--- src/rtl/prbs_pkg.sv ---
// rtl/prbs_pkg.sv - PRBS7 constants and Fibonacci LFSR step function
package prbs_pkg;

  localparam int ORDER = 7;
  localparam int TAP_A = 6;
  localparam int TAP_B = 5;
  localparam logic [ORDER-1:0] DEFAULT_SEED = 7'h7F;

  // x^7 + x^6 + 1, shift left, feedback enters at bit 0
  function automatic logic [ORDER-1:0] lfsr_step(input logic [ORDER-1:0] s);
    return {s[ORDER-2:0], s[TAP_A] ^ s[TAP_B]};
  endfunction

endpackage

--- src/rtl/prbs_gen.sv ---
// rtl/prbs_gen.sv - PRBS7 LFSR with registered output bit and zero-state recovery
module prbs_gen
  import prbs_pkg::*;
#(
  parameter logic [ORDER-1:0] SEED = DEFAULT_SEED
) (
  input  logic             clk,
  input  logic             reset,
  input  logic             load,
  input  logic             en,
  output logic             bit_out,
  output logic [ORDER-1:0] state
);

  // A zero seed would lock the LFSR up, so substitute the default.
  localparam logic [ORDER-1:0] SEED_EFF = (SEED == '0) ? DEFAULT_SEED : SEED;

  always_ff @(posedge clk or posedge reset) begin
    if (reset) begin
      state   <= SEED_EFF;
      bit_out <= 1'b0;
    end else if (load) begin
      state   <= SEED_EFF;
      bit_out <= 1'b0;
    end else if (en) begin
      bit_out <= state[TAP_A];
      state   <= (state == '0) ? DEFAULT_SEED : lfsr_step(state);
    end
  end

endmodule

--- src/rtl/prbs_verify_unit.sv ---
// rtl/prbs_verify_unit.sv - lock-step PRBS7 generator vs reference with sticky pass flag
module prbs_verify_unit
  import prbs_pkg::*;
#(
  parameter logic [ORDER-1:0] SEED = DEFAULT_SEED
) (
  input  logic clk,
  input  logic reset,
  input  logic load,
  input  logic en,
  output logic pass
);

  logic             gen_bit;
  logic             exp_bit;
  logic [ORDER-1:0] gen_state;
  logic [ORDER-1:0] ref_state;
  logic             cmp_valid;

  prbs_gen #(.SEED(SEED)) u_gen (
    .clk     (clk),
    .reset   (reset),
    .load    (load),
    .en      (en),
    .bit_out (gen_bit),
    .state   (gen_state)
  );

  prbs_gen #(.SEED(SEED)) u_ref (
    .clk     (clk),
    .reset   (reset),
    .load    (load),
    .en      (en),
    .bit_out (exp_bit),
    .state   (ref_state)
  );

  // Compare only on enabled cycles; a zero state in either LFSR is a fault.
  always_ff @(posedge clk or posedge reset) begin
    if (reset) begin
      cmp_valid <= 1'b0;
      pass      <= 1'b1;
    end else if (load) begin
      cmp_valid <= 1'b0;
      pass      <= 1'b1;
    end else if (en) begin
      cmp_valid <= 1'b1;
      if ((cmp_valid && (gen_bit != exp_bit)) || (gen_state == '0) || (ref_state == '0))
        pass <= 1'b0;
    end
  end

endmodule

--- config.mk ---
export PLATFORM = sky130hd
export DESIGN_NAME = prbs_verify_unit
export DESIGN_NICKNAME = d
export VERILOG_FILES = /design/src/rtl/prbs_pkg.sv /design/src/rtl/prbs_gen.sv /design/src/rtl/prbs_verify_unit.sv
export SDC_FILE = /design/constraint.sdc
export NUM_CORES = 1
export LEC_CHECK = 0
export CAP_MARGIN = 25
export CORE_UTILIZATION = 59
export DETAILED_ROUTE_END_ITERATION = 7
export DONT_BUFFER_PORTS = 1
export PLACE_DENSITY = 0.75
export SETUP_SLACK_MARGIN = 0.02
export SYNTH_ARGS = -nofsm -noshare
export SYNTH_HDL_FRONTEND = slang
export SYNTH_HIERARCHICAL = 1
export SYNTH_SLANG_ARGS = --single-unit
--- constraint.sdc ---
create_clock -name clk -period 1.7 [get_ports clk]
set_input_delay 0.34 -clock clk [delete_from_list [all_inputs] [get_ports clk]]
set_output_delay 0.34 -clock clk [all_outputs]
set_load 0.1 [all_outputs]
# Yosys cells after proc, flatten, opt, wreduce, memory -nomap -nowiden
# Cells that the tools add are included.
# word_totals
elab_cells	32
output_inout_bits	1
ff_bits	18
# classes
n_reduce_logical	8
mux	15
eq_ne	1
bitwise	2
# ops
operator	n
$mux W7	6
$logic_not A7 Y1	2
$mux W1	9
$reduce_bool A2 Y1	2
$logic_or A1 B1 Y1	2
$reduce_and A2 Y1	1
$xor A1 B1 Y1	2
$logic_and A1 B1 Y1	1
$ne A1 B1 Y1	1

# Depth between registers and ports, before layout
# depth
word_depth	7
mapped_depth	3
depth_no_buf	3

# Hierarchy
# Netlist, hierarchy kept.
# by_module_without_submodules
mod	cells_each	seq_area_each_um2	area_each_um2	n_inst
prbs_gen	39	209.0	381.6	2
prbs_verify_unit	14	51.3	133.9	1

# Worst setup path after synthesis
# No wires, ideal clock.
# synth_path
path_type	reg-to-reg
startpoint	register pass (netlist name)
endpoint	register pass
t_arrival_ns	1.202
path_slack_ns	0.407
setup_ns	0.091
path_stages_with_launch	3
required_time_ns	1.609
period_less_slack_ns	1.293
n_path_buf	0
path_cell_list	dfstp_2 -> o21ai_0 -> o31ai_1
# synth_lines
item	line	text
to (signal assigned)	prbs_verify_unit.sv:42	pass <= 1'b1;
to (signal assigned)	prbs_verify_unit.sv:45	pass <= 1'b1;
to (signal assigned)	prbs_verify_unit.sv:49	pass <= 1'b0;
to (decl)	prbs_verify_unit.sv:11	output logic pass

# Final worst setup path
# layout_path
startpoint	register pass
endpoint	output pass
# No word-level cell between the ends.

==> run metrics <==
Cells after Synth 92; FF-to-FF Start u_gen/state[4]; CP max stage cell dfstp_2; Met1 Wirelength 828 um; Layout area overhead 6.42%; Switch Pwr 0.000171 W; Sw Ratio 0.222; Max Fclk roughly 680 MHz; Max Used Layer met4; die area 0.00168 mm2; largest net degree at the start of global routing 33; worst hold slack 99.1 ps; clock sinks 18; syn avg cell area 9.75 um2; global-route wire length before repair 2650 um; CP max FO 3; area of the multi-input gates between 300 and 400 um2; fin crit period 1470 ps; register area share after synthesis 0.523; number of global-route vias before repair about 600; Clk Latency, worst-skew pair 290 ps; I/O Buffers 0; Critical Path Sink pass; slowest stage delay, CP 560 ps; Post-CTS Setup Inserts 0; Crit path required time 1360 ps; Worst-path clk slew 110 ps; Max Cap Viol 0; combinational power share 0.059; Yosys cell types 18; H-tree Lvls 1; Post-route DRC 0; Post-Syn Area 897 um2; CP Capture Type output pin; post-synth net total 96; startpoint types flip-flop; core area 0.00135 mm2; initial antenna violation count 0; Die Y 41.0 um; Ant. Diodes 0; Max Buffers Root-to-Sink 2; Crit Path Category reg2out; IO Count 5; initial drt markers 18; fin crit share 0.866; Worst-Margin Slew ~320 ps; CP cell instances buf_4; Final Max Slew Viols 0; reg2reg end u_gen/state[6]; Pre-Repair DR Iteration Count 4; Die Wd 41.0 um; Antenna Nets Post-Route 0; Data arrival, critical path about 1100 ps; routed vias 671; Storage cell area 469 um2; WP depth 1; met3 WL post-DR 72 um; status complete, no violations; Starting Density 0.665; final setup fails 0; grt ovf 0; Final nets 99; Setup TNS Final 0 ps; Met2 Wirelength 786 um; RSZ-0062 raised after global routing false; # hold bufs at CTS 1; total routed wirelength 1690 um; FP Rows 13; Total GRT Usage 0.249; cts bufs inserted 3; P per Cell Area 807 mW/mm2; Hold Fails Final Rpt 0; relative slew slack 0.786; FF+latch count, synth 18; fillcell total roughly 120; clock skew 6.24 ps; flop2flop setup slack 400 ps; worst vdd rail ir drop 0.465 mV; YS warnings 6; CP top delay family flip-flops; Pleak ~0.35 nW; WL per Instance 15.5 um; sequential fraction of design power 0.603; CTS tree done; clock network fraction of design power 0.338; share of cells above drive strength 1 0.277; internal power 0.000600 W; GP Congestion 0.771; post-DP HPWL 1080 um; CP Launch Point pass; CP bufs+invs 1; root buf cell clkbuf_4; reg2reg path depth 3; vias per cell 6.16; type of the worst min-delay path in2reg; CTS resizes 0
[cells in the final DEF (no fill, tap or decap), drive strengths merged]
cell type,n
nand3b,2
mux2i,2
clkbuf,4
nand2,2
o21ai,1
nor3,14
xor2,2
dfstp,15
o31ai,1
xnor2,1
or4,2
nor4,4
nor3b,2
dfrtp,3
inv,5
a21oi,4
buf,1
a31oi,12
dlygate4sd3,1
nor2,16
[synthesized netlist by cell type (all sizes together)]
cell type,count,area (um2)
nand3b,2,22.5
nor2,16,60.1
nor3b,2,15.0
nor3,14,70.1
dfstp,15,394
or4,2,15.0
xnor2,1,8.76
inv,5,18.8
o31ai,1,7.51
o21ai,1,5.00
mux2i,2,20.0
clkbuf,4,15.0
a31oi,12,75.1
nor4,4,50.1
nand2,2,7.51
xor2,2,17.5
a21oi,4,20.0
dfrtp,3,75.1
[area by class of cell]
| class | instances | area share |
|---|---|---|
| clock buffer | 4 | 0.0380 |
| inverter | 5 | 0.0197 |
| multi-input combinational | 65 | 0.413 |
| sequential | 18 | 0.491 |
| tap | 15 | 0.0197 |
| timing repair buffer | 2 | 0.0183 |
[metal layers]
metal | global-route usage | up-vias
met5 | 0 | -
met4 | 0.100 | 0
met3 | 0.0326 | 2
met2 | 0.359 | 13
met1 | 0.371 | 316
li1 | - | 340
[worst register-to-register path: stages (launching register included)]
cell and delay, ps:
dfstp_2 400, nor4_2 360, nand3b_2 220, a31oi_1 240
[logic make-up (layout without fill, tap and decap cells)]
kind of cell / count (synthesis) / count (layout) / synth area share
DFF: 18 / 18 / 0.523
buffers and inverters: 9 / 11 / 0.0377
and+or+nand+nor: 42 / 42 / 0.268
AOI/OAI and AO/OA: 18 / 18 / 0.120
xor gates and xnor gates: 3 / 3 / 0.0293
muxes: 2 / 2 / 0.0223
[state kept, by name (all words and copies together) (netlist names)]
signal / count
u_ref/state: 7
u_ref/bit_out: 1
u_gen/bit_out: 1
u_gen/state: 7
pass: 1
cmp_valid: 1
[power groups by stage]
| stage | Sequential [W] | Combinational [W] | Clock (W) |
|---|---|---|---|
| after CTS | 0.000465 | 0.0000459 | 0.000272 |
| after floorplan | 0.000475 | 0.0000409 | 0 |
| after global routing | 0.000467 | 0.0000522 | 0.000280 |
| after detailed placement | 0.000472 | 0.0000434 | 0 |
| after global placement | 0.000471 | 0.0000423 | 0 |
| final | 0.000465 | 0.0000452 | 0.000261 |
[metrics by stage]
step / instances / utilization / worst slack [ps] / instance area [um2] / total power, W
final: 109 / 0.707 / 228 / 955 / 0.000771
after global routing: 109 / 0.707 / 196 / 955 / 0.000799
after CTS: 109 / 0.707 / 218 / 955 / 0.000783
after detailed placement: 104 / 0.673 / 450 / 908 / 0.000515
after global placement: 104 / 0.673 / 481 / 908 / 0.000513
after floorplan: 92 / - / 407 / 897 / 0.000516
[worst min path at each step]
stage,startpoint,end,slack (ps),cells after the start
6_report,load,u_ref/bit_out,100,1
2_1_floorplan,reset,cmp_valid,80,1
5_1_grt,load,u_ref/bit_out,80,1
3_5_place_dp,reset,cmp_valid,90,1
3_3_place_gp,reset,cmp_valid,90,1
4_1_cts,load,u_ref/bit_out,90,1
No activity file was read; power rests on OpenSTA's default activity.
